$ cat src/rtl/seg7_scan_ctrl_if.sv
// Display bus between the value source and the 7-segment scan controller.
// Carries the value/blank/load inputs and the scan outputs.
interface seg7_scan_ctrl_if;
  logic [15:0] value;
  logic [3:0]  blank;
  logic        load;
  logic [1:0]  digit_sel;
  logic [3:0]  nibble;
  logic        seg_en;
  logic        frame_done;

  modport master (
    output value, blank, load,
    input  digit_sel, nibble, seg_en, frame_done
  );

  modport slave (
    input  value, blank, load,
    output digit_sel, nibble, seg_en, frame_done
  );
endinterface

$ cat src/rtl/seg7_scan_ctrl.sv
// 4-digit 7-segment scan controller, double-buffered display value.
// Optional leading-zero suppression: define SEG7_LZ_SUPPRESS_EN.
module seg7_scan_ctrl #(
  parameter int REFRESH_DIV = 100000,
  parameter int GUARD       = 2000
) (
  input  logic              clk,
  input  logic              rst_n,
  seg7_scan_ctrl_if.slave   bus
);

  localparam int DW = (REFRESH_DIV > 2) ? $clog2(REFRESH_DIV) : 1;
  localparam logic [DW-1:0] LAST = DW'(REFRESH_DIV - 1);
  localparam logic [DW-1:0] GRD  = DW'(GUARD);

  logic [DW-1:0] div_cnt;
  logic [1:0]    digit_sel;
  logic [15:0]   shadow_val;
  logic [3:0]    shadow_blank;
  logic [15:0]   pending_val;
  logic [3:0]    pending_blank;
  logic          pending_v;
  logic          frame_done;
  logic [3:0]    lz_blank;
  logic          tick;
  logic          boundary;

  assign tick     = (div_cnt == LAST);
  assign boundary = tick && (digit_sel == 2'd3);

  // Slot prescaler and digit select
  always_ff @(posedge clk) begin
    if (!rst_n) begin
      div_cnt   <= '0;
      digit_sel <= 2'd0;
    end else if (tick) begin
      div_cnt   <= '0;
      digit_sel <= digit_sel + 2'd1;
    end else begin
      div_cnt   <= div_cnt + 1'b1;
    end
  end

  // Pending/shadow double buffer, swapped only at frame boundary
  always_ff @(posedge clk) begin
    if (!rst_n) begin
      shadow_val    <= '0;
      shadow_blank  <= '0;
      pending_val   <= '0;
      pending_blank <= '0;
      pending_v     <= 1'b0;
    end else if (boundary) begin
      pending_v <= 1'b0;
      if (bus.load) begin
        shadow_val    <= bus.value;
        shadow_blank  <= bus.blank;
        pending_val   <= bus.value;
        pending_blank <= bus.blank;
      end else if (pending_v) begin
        shadow_val    <= pending_val;
        shadow_blank  <= pending_blank;
      end
    end else if (bus.load) begin
      pending_val   <= bus.value;
      pending_blank <= bus.blank;
      pending_v     <= 1'b1;
    end
  end

  // Frame-done pulse one cycle after the boundary
  always_ff @(posedge clk) begin
    if (!rst_n) frame_done <= 1'b0;
    else        frame_done <= boundary;
  end

`ifdef SEG7_LZ_SUPPRESS_EN
  // Suppress digits that are zero along with every higher digit
  always_comb begin
    lz_blank    = 4'b0000;
    lz_blank[3] = (shadow_val[15:12] == 4'd0);
    lz_blank[2] = lz_blank[3] && (shadow_val[11:8] == 4'd0);
    lz_blank[1] = lz_blank[2] && (shadow_val[7:4] == 4'd0);
  end
`else
  assign lz_blank = 4'b0000;
`endif

  assign bus.digit_sel  = digit_sel;
  assign bus.nibble     = shadow_val[{digit_sel, 2'b00} +: 4];
  assign bus.seg_en     = (div_cnt >= GRD)
                       && !shadow_blank[digit_sel]
                       && !lz_blank[digit_sel];
  assign bus.frame_done = frame_done;

endmodule
$ cat src/flat_wrapper.sv
// flat-port wrapper written by rule: the top's interface ports become plain ports
module seg7_scan_ctrl_flat 
#(
  parameter int REFRESH_DIV = 100000,
  parameter int GUARD       = 2000
)
  (clk, rst_n, bus_value, bus_blank, bus_load, bus_digit_sel, bus_nibble, bus_seg_en, bus_frame_done);
  seg7_scan_ctrl_if bus_i ();
  input  logic clk;
  input  logic rst_n;
  input wire logic [$bits(bus_i.value)-1:0] bus_value;
  input wire logic [$bits(bus_i.blank)-1:0] bus_blank;
  input wire logic [$bits(bus_i.load)-1:0] bus_load;
  output wire logic [$bits(bus_i.digit_sel)-1:0] bus_digit_sel;
  output wire logic [$bits(bus_i.nibble)-1:0] bus_nibble;
  output wire logic [$bits(bus_i.seg_en)-1:0] bus_seg_en;
  output wire logic [$bits(bus_i.frame_done)-1:0] bus_frame_done;
  assign bus_i.value = bus_value;
  assign bus_i.blank = bus_blank;
  assign bus_i.load = bus_load;
  assign bus_digit_sel = bus_i.digit_sel;
  assign bus_nibble = bus_i.nibble;
  assign bus_seg_en = bus_i.seg_en;
  assign bus_frame_done = bus_i.frame_done;
  seg7_scan_ctrl #(.REFRESH_DIV(REFRESH_DIV), .GUARD(GUARD)) u_core (.clk(clk), .rst_n(rst_n), .bus(bus_i));
endmodule
$ cat config.mk
export PLATFORM = sky130hd
export DESIGN_NAME = seg7_scan_ctrl_flat
export DESIGN_NICKNAME = d
export VERILOG_FILES = /design/src/rtl/seg7_scan_ctrl_if.sv /design/src/rtl/seg7_scan_ctrl.sv /design/src/flat_wrapper.sv
export SDC_FILE = /design/constraint.sdc
export NUM_CORES = 1
export LEC_CHECK = 0
export BUFFER_PORTS_ARGS = -buffer_cell sky130_fd_sc_hd__buf_4
export CAP_MARGIN = 20
export CORE_MARGIN = 2
export CORE_UTILIZATION = 48
export DETAILED_ROUTE_END_ITERATION = 16
export HOLD_SLACK_MARGIN = 0.05
export PLACE_DENSITY = 0.67
export SLEW_MARGIN = 10
export SYNTH_ARGS = -nofsm -noshare
export SYNTH_HDL_FRONTEND = slang
export SYNTH_SLANG_ARGS = --single-unit
$ cat constraint.sdc
create_clock -name clk -period 2.1 [get_ports clk]
set_clock_uncertainty 0.2 [all_clocks]
set_input_delay 0.21 -clock clk [delete_from_list [all_inputs] [get_ports clk]]
set_output_delay 0.21 -clock clk [all_outputs]
set_load 0.005 [all_outputs]
# --- Word-level counts from Yosys, hierarchy flattened ---
# Index checks and enable logic that the tools add are counted.
word_totals:
  regBits: 61
  ramBits: 0
  n_memories: 0
  inputBits: 23
  rom_bits: 0
  elab_cells: 33
  out_inout_bits: 8
  latch_bits: 0
classes:
  order_cmp: 2
  mux: 8
  shifts: 1
  div_mod_pow: 0
  n_reduce_logical: 9
  n_mul: 0
  eq_ne: 2
  addsub: 2
  bitwise: 1
op_table:
  columns: ["cell", "count"]
  rows:
  - ["two-way mux 16 bit", 2]
  - ["adder 17 x 1 -> 17 bit, second input constant", 1]
  - ["equality test 17 bit, second input constant", 1]
  - ["greater-or-equal comparator 17 x 11 -> 1 bit, second input constant", 1]
  - ["variable part select 16 x 5 -> 4 bit", 1]
  - ["two-way mux 4 bit", 2]
  - ["binary-select mux 1 bit (select 2 bit)", 2]
  - ["OR reduction 2 bit", 2]
  - ["logical AND 1 bit", 3]
  - ["less-than comparator 2 x 3 -> 1 bit, second input constant", 1]
  - ["adder 2 x 1 -> 2 bit, second input constant", 1]
  - ["equality test 2 bit, second input constant", 1]
  - ["logical NOT 1 bit", 2]
  - ["two-way mux 1 bit", 2]
  - ["AND reduction 2 bit", 1]
  - ["nonzero test 2 bit", 1]
  - ["inverter 1 bit", 1]

# --- Longest topological paths before layout ---
# Gate-level depths: netlist of run 1.
depth:
  depth_word: 5
  depth_mapped: 6
  ltp_nobuf: 5

# --- Worst setup path after synthesis of run 1 ---
# No wires, ideal clock.
synth_timing:
  path_kind: "reg2reg"
  from: "register u_core.div_cnt[0]"
  to: "register u_core.shadow_blank[0]"
  synth_period_minus_slack_ns: 1.890
  stages_incl_launch_ff: 7
  n_path_buf: 1
  required_time_ns: 1.779
  arrival_ns: 1.569
  slack_ns: 0.210
  setup_time_ns: 0.121
  cell_sequence: "dfxtp_1 ha_1 nand3_1 nor3_4 o2111ai_4 buf_6 mux2_4"
synth_via:
  elab_chain_cells: 3
synth_rtl:
  columns: ["element", "line_no", "rtl"]
  rows:
  - ["start, declared", "seg7_scan_ctrl.sv:16", "logic [DW-1:0] div_cnt;"]
  - ["start signal, assigned", "seg7_scan_ctrl.sv:40", "div_cnt <= div_cnt + 1'b1;"]
  - ["equality test 17 bit", "seg7_scan_ctrl.sv:28", "assign tick = (div_cnt == LAST);"]
  - ["logical AND 1 bit", "seg7_scan_ctrl.sv:29", "assign boundary = tick && (digit_sel == 2'd3);"]
  - ["AND reduction 2 bit (no source line)", null, null]
  - ["end signal, assigned", "seg7_scan_ctrl.sv:56", "shadow_blank <= bus.blank;"]
  - ["end signal, assigned", "seg7_scan_ctrl.sv:61", "shadow_blank <= pending_blank;"]
  - ["end, declared", "seg7_scan_ctrl.sv:19", "logic [3:0] shadow_blank;"]
# Every way passes these cells.
# A chain may end at the register's enable or synchronous reset.

# --- Worst setup path in the final report of run 1 ---
layout_timing:
  from: "register u_core.digit_sel[0], in the netlist u_core.bus.digit_sel[0]"
  to: "output bus_seg_en"
layout_via:
  elab_chain_cells: 5
  elab_cells_between_ends: 8
layout_rtl:
  columns: ["element", "line_no", "rtl"]
  rows:
  - ["start, declared", "seg7_scan_ctrl.sv:17", "logic [1:0] digit_sel;"]
  - ["start signal, assigned", "seg7_scan_ctrl.sv:38", "digit_sel <= digit_sel + 2'd1;"]
  - ["binary-select mux 1 bit (select 2 bit)", "seg7_scan_ctrl.sv:91", "&& !shadow_blank[digit_sel]"]
  - ["two-way mux 1 bit (not written as such)", "seg7_scan_ctrl.sv:91", null]
  - ["logical NOT 1 bit", "seg7_scan_ctrl.sv:91", null]
  - ["logical AND 1 bit", "seg7_scan_ctrl.sv:91", null]
  - ["logical AND 1 bit (*)", "seg7_scan_ctrl.sv:92", "&& !lz_blank[digit_sel];"]
  - ["end, declared", "flat_wrapper.sv:16", "output wire logic [$bits(bus_i.seg_en)-1:0] bus_seg_en;"]
# Every way passes the cells marked *; elsewhere a longest branch is shown, timed or not. The select of a mux whose other input is x is not followed.

==> reports/qor.txt, run 1 <==
final wirelength: 5280 um
Async SR Flop Fraction: 0
CP Data Arrival Time: 1570 ps
DRC Markers: 0
synthesized cell area: 0.00275 mm^2
core area: 0.00551 mm^2
final period utilization: 0.941
ANT nets after route: 0
diode count: 0
first-pass GRT wire length: 8980 um
Fin. Hold Viols: 0
Crit. End Element: output port
Initial Utilization: 0.499
Most Crowded Layer GR: met2
Synth cell types: 35
Leak: 1.53 nW
Die Wd: 79.6 um
Power Dens Cells: 673 mW/mm^2
vias in the first global route: 1969
Final TNS setup: 0 ps
CP startpoint kind: register
met2 Use GR: 0.292
Net Count, Synth: 282
CTS Buffer Depth: 2
Synth Instances: 256
GRT Resource Usage Total: 0.188
via count: 1997
Layout area overhead: 27.2%
worst-margin pin slew: 379 ps
Slew Limit Fails: 0
relative slew slack: 0.745
Peak VDD IR: 0.420 mV
critical path type: register to output port
Worst-Skew Late Latency: 340 ps
Avg Vias per Cell: 5.11
initial antenna violation count: 0
First DRT Iteration DRCs: 100
max-cap violation count: 0
Inserted Clock Buffers: 9
row count: 27
TritonCTS clock tree: done
DR pass1 iterations: 4
M3 GR Usage: 0.0407
final setup vio count: 0
Data required, critical path: 1690 ps
top_reg_cell synth: dfxtp_1
grt met1 use: 0.235
share of cells above drive strength 1: 0.282
status: completed
Synth warnings: 0
die area: 0.00634 mm^2
path type of the worst min-delay path: primary input to register
Max Freq: 506 MHz
Sink Count: 61
fin util: 0.634
routability cong.: 0.803
clock period minus worst slack: 1980 ps
clock slew at reported path FFs: 70 ps
H-tree depth: 3
Seq/Total Area, Yosys: 0.445
CP max FO: 7
Synth Register Bits: 61
Port Buffers: 30
Layout Nets: 342
EDFF count, synth: 0
RSZ-0062 raised after global routing: no
post-DP HPWL: 3460 um
DR WL/cell: 13.5 um
syn avg cell area: 10.7 um^2
Ports: 31
clk root buf: clkbuf_8
grt ovf: 0
Die H: 79.6 um
largest net degree at the start of global routing: 27
[through the flow]
stage	setup WS [ps]	total power, W	hold slack [ps]	cells	instance area [um^2]
3_3_place_gp	208	0.00135	300	357	3100
6_report	123	0.00235	65.3	391	3490
4_1_cts	40.1	0.00237	51.4	391	3480
3_5_place_dp	148	0.00136	302	357	3100
5_1_grt	24.9	0.00244	73.6	391	3490
2_1_floorplan	210	0.00130	172	256	2750
[registers in the layout (all words and copies together), names as in the netlist]
signal and cells:
u_core.bus.digit_sel 2, u_core.shadow_val 16, u_core.div_cnt 17, u_core.pending_v 1, u_core.pending_blank 4, u_core.bus.frame_done 1
u_core.pending_val 16, u_core.shadow_blank 4
[synth_stat cells, drive strengths merged, types with 2 or more instances]
library cell  number  area (um^2)
a21oi              4         20.0
and2              21          131
and3               5         36.3
buf                9         66.3
clkbuf             6         22.5
dfxtp             61         1220
ha                 3         37.5
inv                4         15.0
mux2              20          300
mux2i             20          200
mux4               5          113
nand2              8         30.0
nand3              5         25.0
nand4             11         68.8
nor2              41          154
nor4               4         31.3
o21ai              4         31.3
or3                2         17.5
xnor2              6         52.6
xor2               8         70.1
[cell families (layout without fill, tap and decap cells)]
family / Yosys count / after routing / share of synthesized area
simple gates: 102 / 102 / 0.198
flops: 61 / 61 / 0.445
mux: 45 / 45 / 0.223
buf+inv: 19 / 82 / 0.0378
xor+xnor: 14 / 14 / 0.0447
compound gates: 12 / 12 / 0.0374
fa+ha+maj: 3 / 3 / 0.0137
[final timing paths]
check	cells after the start	to	slack, ps	startpoint
max	3	bus_seg_en	120	u_core.bus.digit_sel[0]$_SDFFE_PN0P_
min	3	u_core.pending_v$_SDFFE_PP0P_	70	rst_n
max reg2reg	5	u_core.shadow_blank[3]$_SDFFE_PN0P_	130	u_core.div_cnt[13]$_SDFF_PP0_
min reg2reg	2	u_core.pending_val[6]$_SDFFE_PN0P_	320	u_core.pending_val[6]$_SDFFE_PN0P_
[per-layer routing]
| metal | vias up | routed length [um] |
|---|---|---|
| met5 | - | 0 |
| met4 | 0 | 164 |
| met3 | 14 | 191 |
| met2 | 39 | 2390 |
| met1 | 939 | 2540 |
| li1 | 1005 | - |
[final cells by class]
cell class / count / area, um^2
clock buffer: 12 / 145
clock inverter: 2 / 35.0
fill: 449 / 2020
inverter: 4 / 15.0
multi-input combinational: 176 / 1430
sequential: 61 / 1220
tap: 72 / 90.1
timing repair buffer: 64 / 556
[worst max-delay path, stage by stage (launching register included)]
cell	delay (ps)
dfxtp_4	400
mux4_2	520
a31oi_1	170
buf_4	140
[cell usage in the layout (no fill, tap or decap), types with 3 or more instances in the layout]
master         synthesis  routed
inv_1                  4       4
mux2i_1               20      20
clkbuf_8               0      10
buf_4                  1      42
and2_1                21      21
nand3_1                5       4
xnor2_1                6       6
a21oi_1                4       4
nor4_1                 3       3
nor2_1                41      41
nand4_1               11      11
mux2_4                20      20
o21ai_0                3       3
dfxtp_1               61      60
and3_1                 4       4
mux4_2                 5       5
xor2_1                 8       8
ha_1                   3       3
dlygate4sd3_1          0      20
nand2_1                8       8
[power by group]
part	total, W	internal [W]	switching, W	leakage [nW]
Clock	0.000990	0.000566	0.000424	0.0923
Combinational	0.000163	0.0000906	0.0000719	0.943
Sequential	0.00120	0.00118	0.0000116	0.497
[timing repair]
action	4_1_cts	5_1_grt
gates resized for setup	1	2
endpoints found under the hold margin	20	0
pin swaps	0	0
endpoints found under the setup margin	4	1
buffers inserted	0	0
hold buffers	20	0
Note: power is estimated with default switching activity, not from simulation.
==> run 2: changes to the inputs <==
- ABC_CLOCK_PERIOD_IN_PS: default -> 2100
- CORE_UTILIZATION: 48 -> 55
- PLACE_DENSITY: 0.67 -> 0.85
==> run 2 against run 1 <==
Design area increased by 0.14%. Non-clock buffer count decreased by 1. Combinational power about the same. Routed wire length increased by 7.6%. First-iteration DRC count increased by 8.0%. Maximum frequency decreased by 0.85%. Setup slack got worse by 17 ps. Sequential share of layout area decreased by 0.050 points. Critical path type unchanged. Largest cell class unchanged.
==> reports/qor.txt, run 2 (synthesis results as in run 1) <==
worst setup margin: 106 ps (was 123 ps)
share of cells above drive strength 1: 0.294 (was 0.282)
First DRT Iteration DRCs: 108 (was 100)
CP startpoint kind: register (unchanged)
hold path depth: 3 (unchanged)
final setup vio count: 0 (unchanged)
Switching Power: 0.000535 W (was 0.000508 W)
Die H: 74.7 um (was 79.6 um)
Ports: 31 (unchanged)
commonest non-fill, non-tap cell in the layout: dfxtp_1 (unchanged)
Die Wd: 74.7 um (was 79.6 um)
initial antenna violation count: 0 (unchanged)
final wirelength: 5690 um (was 5280 um)
DRC Markers: 0 (unchanged)
Comb pwr share: 0.066 (was 0.069)
critical path type: register to output port (unchanged)
Inserted Clock Buffers: 9 (unchanged)
r2r worst-path depth: 5 (unchanged)
clock share of power: 0.444 (was 0.422)
GRT Resource Usage Total: 0.228 (was 0.188)
Power Dens Cells: 702 mW/mm^2 (was 673 mW/mm^2)
biggest regs: u_core.div_cnt: 17 flops, u_core.pending_val: 16 flops, u_core.shadow_val: 16 flops (unchanged)
clk root buf: clkbuf_8 (unchanged)
Total Power: 0.00245 W (was 0.00235 W)
Port Buffers: 30 (unchanged)
DR WL/cell: 14.7 um (was 13.5 um)
HP Start: rst_n (unchanged)
die area: 0.00557 mm^2 (was 0.00634 mm^2)
status: completed (unchanged)
Slew Limit Fails: 0 (unchanged)
CP max FO: 7 (unchanged)
Peak VDD IR: 0.488 mV (was 0.420 mV)
Placed Cells: 350 (was 357)
flop2flop setup slack: 110 ps (was 130 ps)
Max Freq: 502 MHz (was 506 MHz)
Layout area overhead: 27.3% (was 27.2%)
CP Data Arrival Time: 1580 ps (was 1570 ps)
Pint: 0.00192 W (was 0.00184 W)
Min-Delay Endpoint: u_core.pending_v$_SDFFE_PP0P_ (unchanged)
TritonCTS clock tree: done (unchanged)
final period utilization: 0.949 (was 0.941)
fin util: 0.735 (was 0.634)
clock period minus worst slack: 1990 ps (was 1980 ps)
most frequent cells in the layout: dfxtp_1, buf_4, nor2_1, and2_1 (unchanged)
relative slew slack: 0.744 (was 0.745)
Worst-Skew Late Latency: 340 ps (about the same)
diode count: 0 (unchanged)
Sink Count: 61 (unchanged)
max FFs per register: 17 (unchanged)
worst-margin pin slew: 383 ps (was 379 ps)
CTS Buffer Depth: 2 (unchanged)
Final Non-Filler Cells: 387 (was 391)
Fin. Hold Viols: 0 (unchanged)
H-tree depth: 3 (unchanged)
worst reg2reg path startpoint: u_core.div_cnt[7]$_SDFF_PP0_ (was u_core.div_cnt[13]$_SDFF_PP0_)
first-pass GRT wire length: 9410 um (was 8980 um)
Fillers: 316 (was 449)
post-DP HPWL: 3540 um (was 3460 um)
Avg Vias per Cell: 5.32 (was 5.11)
pre-CTS setup slack: 91.9 ps (was 148 ps)
part of the power in registers: 0.489 (was 0.509)
Top reg by flops: u_core.div_cnt (unchanged)
Layout Nets: 341 (was 342)
Crit. End Element: output port (unchanged)
max-cap violation count: 0 (unchanged)
DR pass1 iterations: 4 (unchanged)
vias in the first global route: 2092 (was 1969)
Data required, critical path: 1690 ps (about the same)
row count: 25 (was 27)
ANT nets after route: 0 (unchanged)
path type of the worst min-delay path: primary input to register (unchanged)
clock slew at reported path FFs: 70 ps (about the same)
via count: 2057 (was 1997)
grt ovf: 0 (unchanged)
routability cong.: 0.841 (was 0.803)
core area: 0.00475 mm^2 (was 0.00551 mm^2)
Sw Share: 0.218 (was 0.216)
reg2reg end: u_core.shadow_val[2]$_SDFFE_PN0P_ (was u_core.shadow_blank[3]$_SDFFE_PN0P_)
largest net degree at the start of global routing: 27 (unchanged)
Initial Utilization: 0.577 (was 0.499)
Leak: 1.53 nW (about the same)
==> run 2: changes by cell type in the layout (fill, tap and decap cells not counted) <==
cell and delta:
clkbuf_1 -1, dfxtp_1 -2, clkbuf_8 +2, clkinvlp_4 +1
buf_12 -1, dfxtp_4 -1, dfxtp_2 +3
==> run 2: metrics by stage <==
step	TNS (ps)	hold WS, ps	cell area [um^2]
global route	-28.9	100	3500
CTS	0	52.6	3480
detailed placement	0	301	3070
floorplan	0	172	2750
global placement	0	308	3070
finish	0	70.6	3500
==> run 2: critical path, stage by stage (launching register included) <==
cell	delay, ps
dfxtp_1	450
nand3_2	190
nor2_1	170
o21ai_0	110
a31oi_1	190
buf_4	140
==> run 2: timing repair <==
item / CTS / global route
setup endpoints to repair: 0 / 21
hold buffers: 20 / 0
setup buffers: 0 / 1
resized for setup: 0 / 4
hold endpoints to repair: 20 / 0
==> run 2: worst max-delay path by stage <==
stage,slack (ps),startpoint,endpoint
after floorplan,210,u_core.div_cnt[0]$_SDFF_PP0_,u_core.shadow_blank[0]$_SDFFE_PN0P_
after global placement,170,u_core.div_cnt[1]$_SDFF_PP0_,u_core.shadow_val[5]$_SDFFE_PN0P_
after detailed placement,90,u_core.div_cnt[1]$_SDFF_PP0_,u_core.shadow_val[14]$_SDFFE_PN0P_
after CTS,30,u_core.bus.digit_sel[0]$_SDFFE_PN0P_,bus_seg_en
after global routing,-20,u_core.div_cnt[6]$_SDFF_PP0_,bus_seg_en
final,110,u_core.div_cnt[6]$_SDFF_PP0_,bus_seg_en
==> run 2: cell type report <==
| class | count | area, um^2 | area share |
|---|---|---|---|
| repair buffers | 63 | 536 | 0.153 |
| inverters | 4 | 15.0 | 0.00429 |
| flip-flops and latches | 61 | 1220 | 0.350 |
| multi-input cells | 176 | 1430 | 0.408 |
| well taps | 67 | 83.8 | 0.0240 |
| clock buffers | 13 | 169 | 0.0483 |
| clock inverters | 3 | 42.5 | 0.0122 |
==> run 2: per-layer routing <==
layer / routed length [um] / GRT usage / part of all wire / up-vias
li1: - / - / - / 1007
met1: 2500 / 0.275 / 0.44 / 984
met2: 2870 / 0.384 / 0.50 / 53
met3: 193 / 0.0469 / 0.034 / 13
met4: 127 / 0.123 / 0.022 / 0
met5: 0 / 0 / 0 / -
==> run 2: power groups by stage <==
stage / Clock (W) / Sequential (W) / Combinational, W
after floorplan: 0 / 0.00122 / 0.0000778
after global placement: 0 / 0.00122 / 0.000126
after detailed placement: 0 / 0.00123 / 0.000130
after CTS: 0.00111 / 0.00120 / 0.000162
after global routing: 0.00115 / 0.00120 / 0.000179
final: 0.00109 / 0.00120 / 0.000163
==> run 3: changes to the inputs <==
- HOLD_SLACK_MARGIN: 0.05 -> default
- PLACE_DENSITY: 0.85 -> default
- PLACE_DENSITY_LB_ADDON: default -> 0.15
- TNS_END_PERCENT: default -> 10
==> run 3 against run 2 <==
Via count down 4.9%. Register-to-register slack better by 50 ps. Routed wire length down 9.4%. Final cell count down 0.78%. Sequential power about the same. Clock power about the same. Critical path depth down 2. Total power down 0.35%. Global-route usage down 2.4 points. Critical path type unchanged. Critical endpoint is now bus_nibble[2]. Largest cell class unchanged. Largest power group unchanged.
==> reports/qor.txt, run 3 (synthesis results as in run 1) <==
status: completed (unchanged)
fin util: 0.733 (was 0.735)
RSZ-0062 raised after global routing: no
CTS resizes: 0 (unchanged)
Pint: 0.00192 W (about the same)
Slew Limit Fails: 0 (unchanged)
CP startpoint kind: register (unchanged)
DRC Markers: 0 (unchanged)
Die H: 74.7 um (unchanged)
die area: 0.00557 mm^2 (unchanged)
largest net degree at the start of global routing: 27 (unchanged)
Crit. Startpoint: u_core.bus.digit_sel[0]$_SDFFE_PN0P_ (was u_core.div_cnt[6]$_SDFF_PP0_)
most frequent cells in the layout: dfxtp_1, nor2_1, buf_4, and2_1 (was dfxtp_1, buf_4, nor2_1, and2_1)
clock period minus worst slack: 2010 ps (was 1990 ps)
critical-path cell list: buf_4 > mux4_2 > buf_4 (was nand3_2 > nor2_1 > o21ai_0 > a31oi_1 > buf_4)
Fin. Hold Viols: 0 (unchanged)
max-cap violation count: 0 (unchanged)
Switching Power: 0.000524 W (was 0.000535 W)
final period utilization: 0.955 (was 0.949)
max incr delay on CP: 520 ps (was 450 ps)
row count: 25 (unchanged)
initial antenna violation count: 0 (unchanged)
Power Dens Cells: 701 mW/mm^2 (was 702 mW/mm^2)
Setup Fix Bufs, Post-CTS: 0 (unchanged)
Initial Utilization: 0.577 (unchanged)
vias in the first global route: 1819 (was 2092)
Crit. End Element: output port (unchanged)
DR pass1 iterations: 4 (unchanged)
GRT Resource Usage Total: 0.204 (was 0.228)
part of the power in registers: 0.489 (about the same)
commonest non-fill, non-tap cell in the layout: dfxtp_1 (unchanged)
final wirelength: 5150 um (was 5690 um)
Fillers: 366 (was 316)
grt ovf: 0 (unchanged)
ANT nets after route: 0 (unchanged)
Layout area overhead: 27.0% (was 27.3%)
Layout Nets: 338 (was 341)
register area: 0.00122 mm^2 (about the same)
Comb pwr share: 0.067 (was 0.066)
Data required, critical path: 1690 ps (about the same)
core area: 0.00475 mm^2 (unchanged)
clk root buf: clkbuf_8 (unchanged)
worst-margin pin slew: 411 ps (was 383 ps)
worst reg2reg path startpoint: u_core.div_cnt[0]$_SDFF_PP0_ (was u_core.div_cnt[7]$_SDFF_PP0_)
Ports: 31 (unchanged)
pre-CTS setup slack: 152 ps (was 91.9 ps)
CP Data Arrival Time: 1600 ps (was 1580 ps)
DR WL/cell: 13.4 um (was 14.7 um)
routability cong.: 0.828 (was 0.841)
CP max stage cell: mux4_2 (was dfxtp_1)
Worst-Skew Late Latency: 340 ps (about the same)
First DRT Iteration DRCs: 73 (was 108)
Inserted Clock Buffers: 9 (unchanged)
critical path type: register to output port (unchanged)
Port Buffers: 30 (unchanged)
Sink Count: 61 (unchanged)
Leak: 1.53 nW (about the same)
final hold slack: 13.1 ps (was 70.6 ps)
post-DP HPWL: 3380 um (was 3540 um)
clock share of power: 0.444 (about the same)
share of cells above drive strength 1: 0.278 (was 0.294)
TritonCTS clock tree: done (unchanged)
diode count: 0 (unchanged)
Top reg by flops: u_core.div_cnt (unchanged)
Sw Share: 0.214 (was 0.218)
H-tree depth: 3 (unchanged)
CP max FO: 6 (was 7)
Max Freq: 499 MHz (was 502 MHz)
Final TNS setup: 0 ps (unchanged)
Die Wd: 74.7 um (unchanged)
CTS Buffer Depth: 2 (unchanged)
via count: 1957 (was 2057)
Avg Vias per Cell: 5.10 (was 5.32)
path type of the worst min-delay path: primary input to register (unchanged)
HP Start: bus_value[6] (was rst_n)
final setup vio count: 0 (unchanged)
Peak VDD IR: 0.498 mV (was 0.488 mV)
Multi-input gate area: 0.00142 mm^2 (was 0.00143 mm^2)
relative slew slack: 0.724 (was 0.744)
biggest regs: u_core.div_cnt: 17 flops, u_core.pending_val: 16 flops, u_core.shadow_val: 16 flops (unchanged)
worst setup margin: 94.4 ps (was 106 ps)
max FFs per register: 17 (unchanged)
most frequent CP cell: buf_4
Total Power: 0.00245 W (about the same)
first-pass GRT wire length: 8340 um (was 9410 um)
clock slew at reported path FFs: 60 ps (was 70 ps)
-- run 3: cell types whose count changed in the layout (fill, tap and decap cells not counted) --
cell / previous run / this run
nand3_1: 4 / 5
buf_4: 42 / 38
nand3_2: 1 / 0
buf_12: 1 / 3
dfxtp_2: 3 / 0
dfxtp_1: 58 / 61
dlygate4sd3_1: 20 / 19
-- run 3: power groups by stage --
stage               Sequential [W]  Combinational [W]  Clock (W)
global route               0.00120           0.000181    0.00114
CTS                        0.00120           0.000166    0.00111
global placement           0.00122           0.000134          0
finish                     0.00120           0.000163    0.00109
floorplan                  0.00122          0.0000778          0
detailed placement         0.00122           0.000137          0
-- run 3: path summary, 6_finish.rpt --
| kind | to | slack [ps] | cells after the start |
|---|---|---|---|
| min | u_core.pending_val[6]$_SDFFE_PN0P_ | 10 | 3 |
| max | bus_nibble[2] | 90 | 3 |
| min reg2reg | u_core.pending_val[2]$_SDFFE_PN0P_ | 310 | 2 |
| max reg2reg | u_core.shadow_val[2]$_SDFFE_PN0P_ | 160 | 6 |
-- run 3: layout make-up --
cell class	count	area share
Clock buffer	13	0.0484
Multi-Input combinational cell	176	0.407
Sequential cell	61	0.350
Inverter	4	0.00431
Tap cell	67	0.0240
Clock inverter	3	0.0122
Timing Repair Buffer	60	0.154
-- run 3: critical path, delay by kind of cell, from the launching register on --
kind | cells | cell delay [ps]
mux | 1 | 520
flops | 1 | 400
buf+inv | 2 | 350
-- run 3: per-stage QoR --
stage	cell area [um^2]	cells
after global routing	3490	384
after global placement	3090	349
after detailed placement	3090	349
after CTS	3490	384
final	3490	384
after floorplan	2750	256
-- run 3: per-layer routing --
layer / global-route usage / vias to the layer above / part of all wire
li1: - / 1002 / -
met1: 0.263 / 912 / 0.49
met2: 0.316 / 31 / 0.46
met3: 0.0482 / 12 / 0.034
met4: 0.119 / 0 / 0.019
met5: 0 / - / 0
-- run 3: timing repair --
action                                 in CTS  in global routing
setup endpoints to repair                   0                  0
hold buffers                               19                  0
endpoints found under the hold margin      19                  0
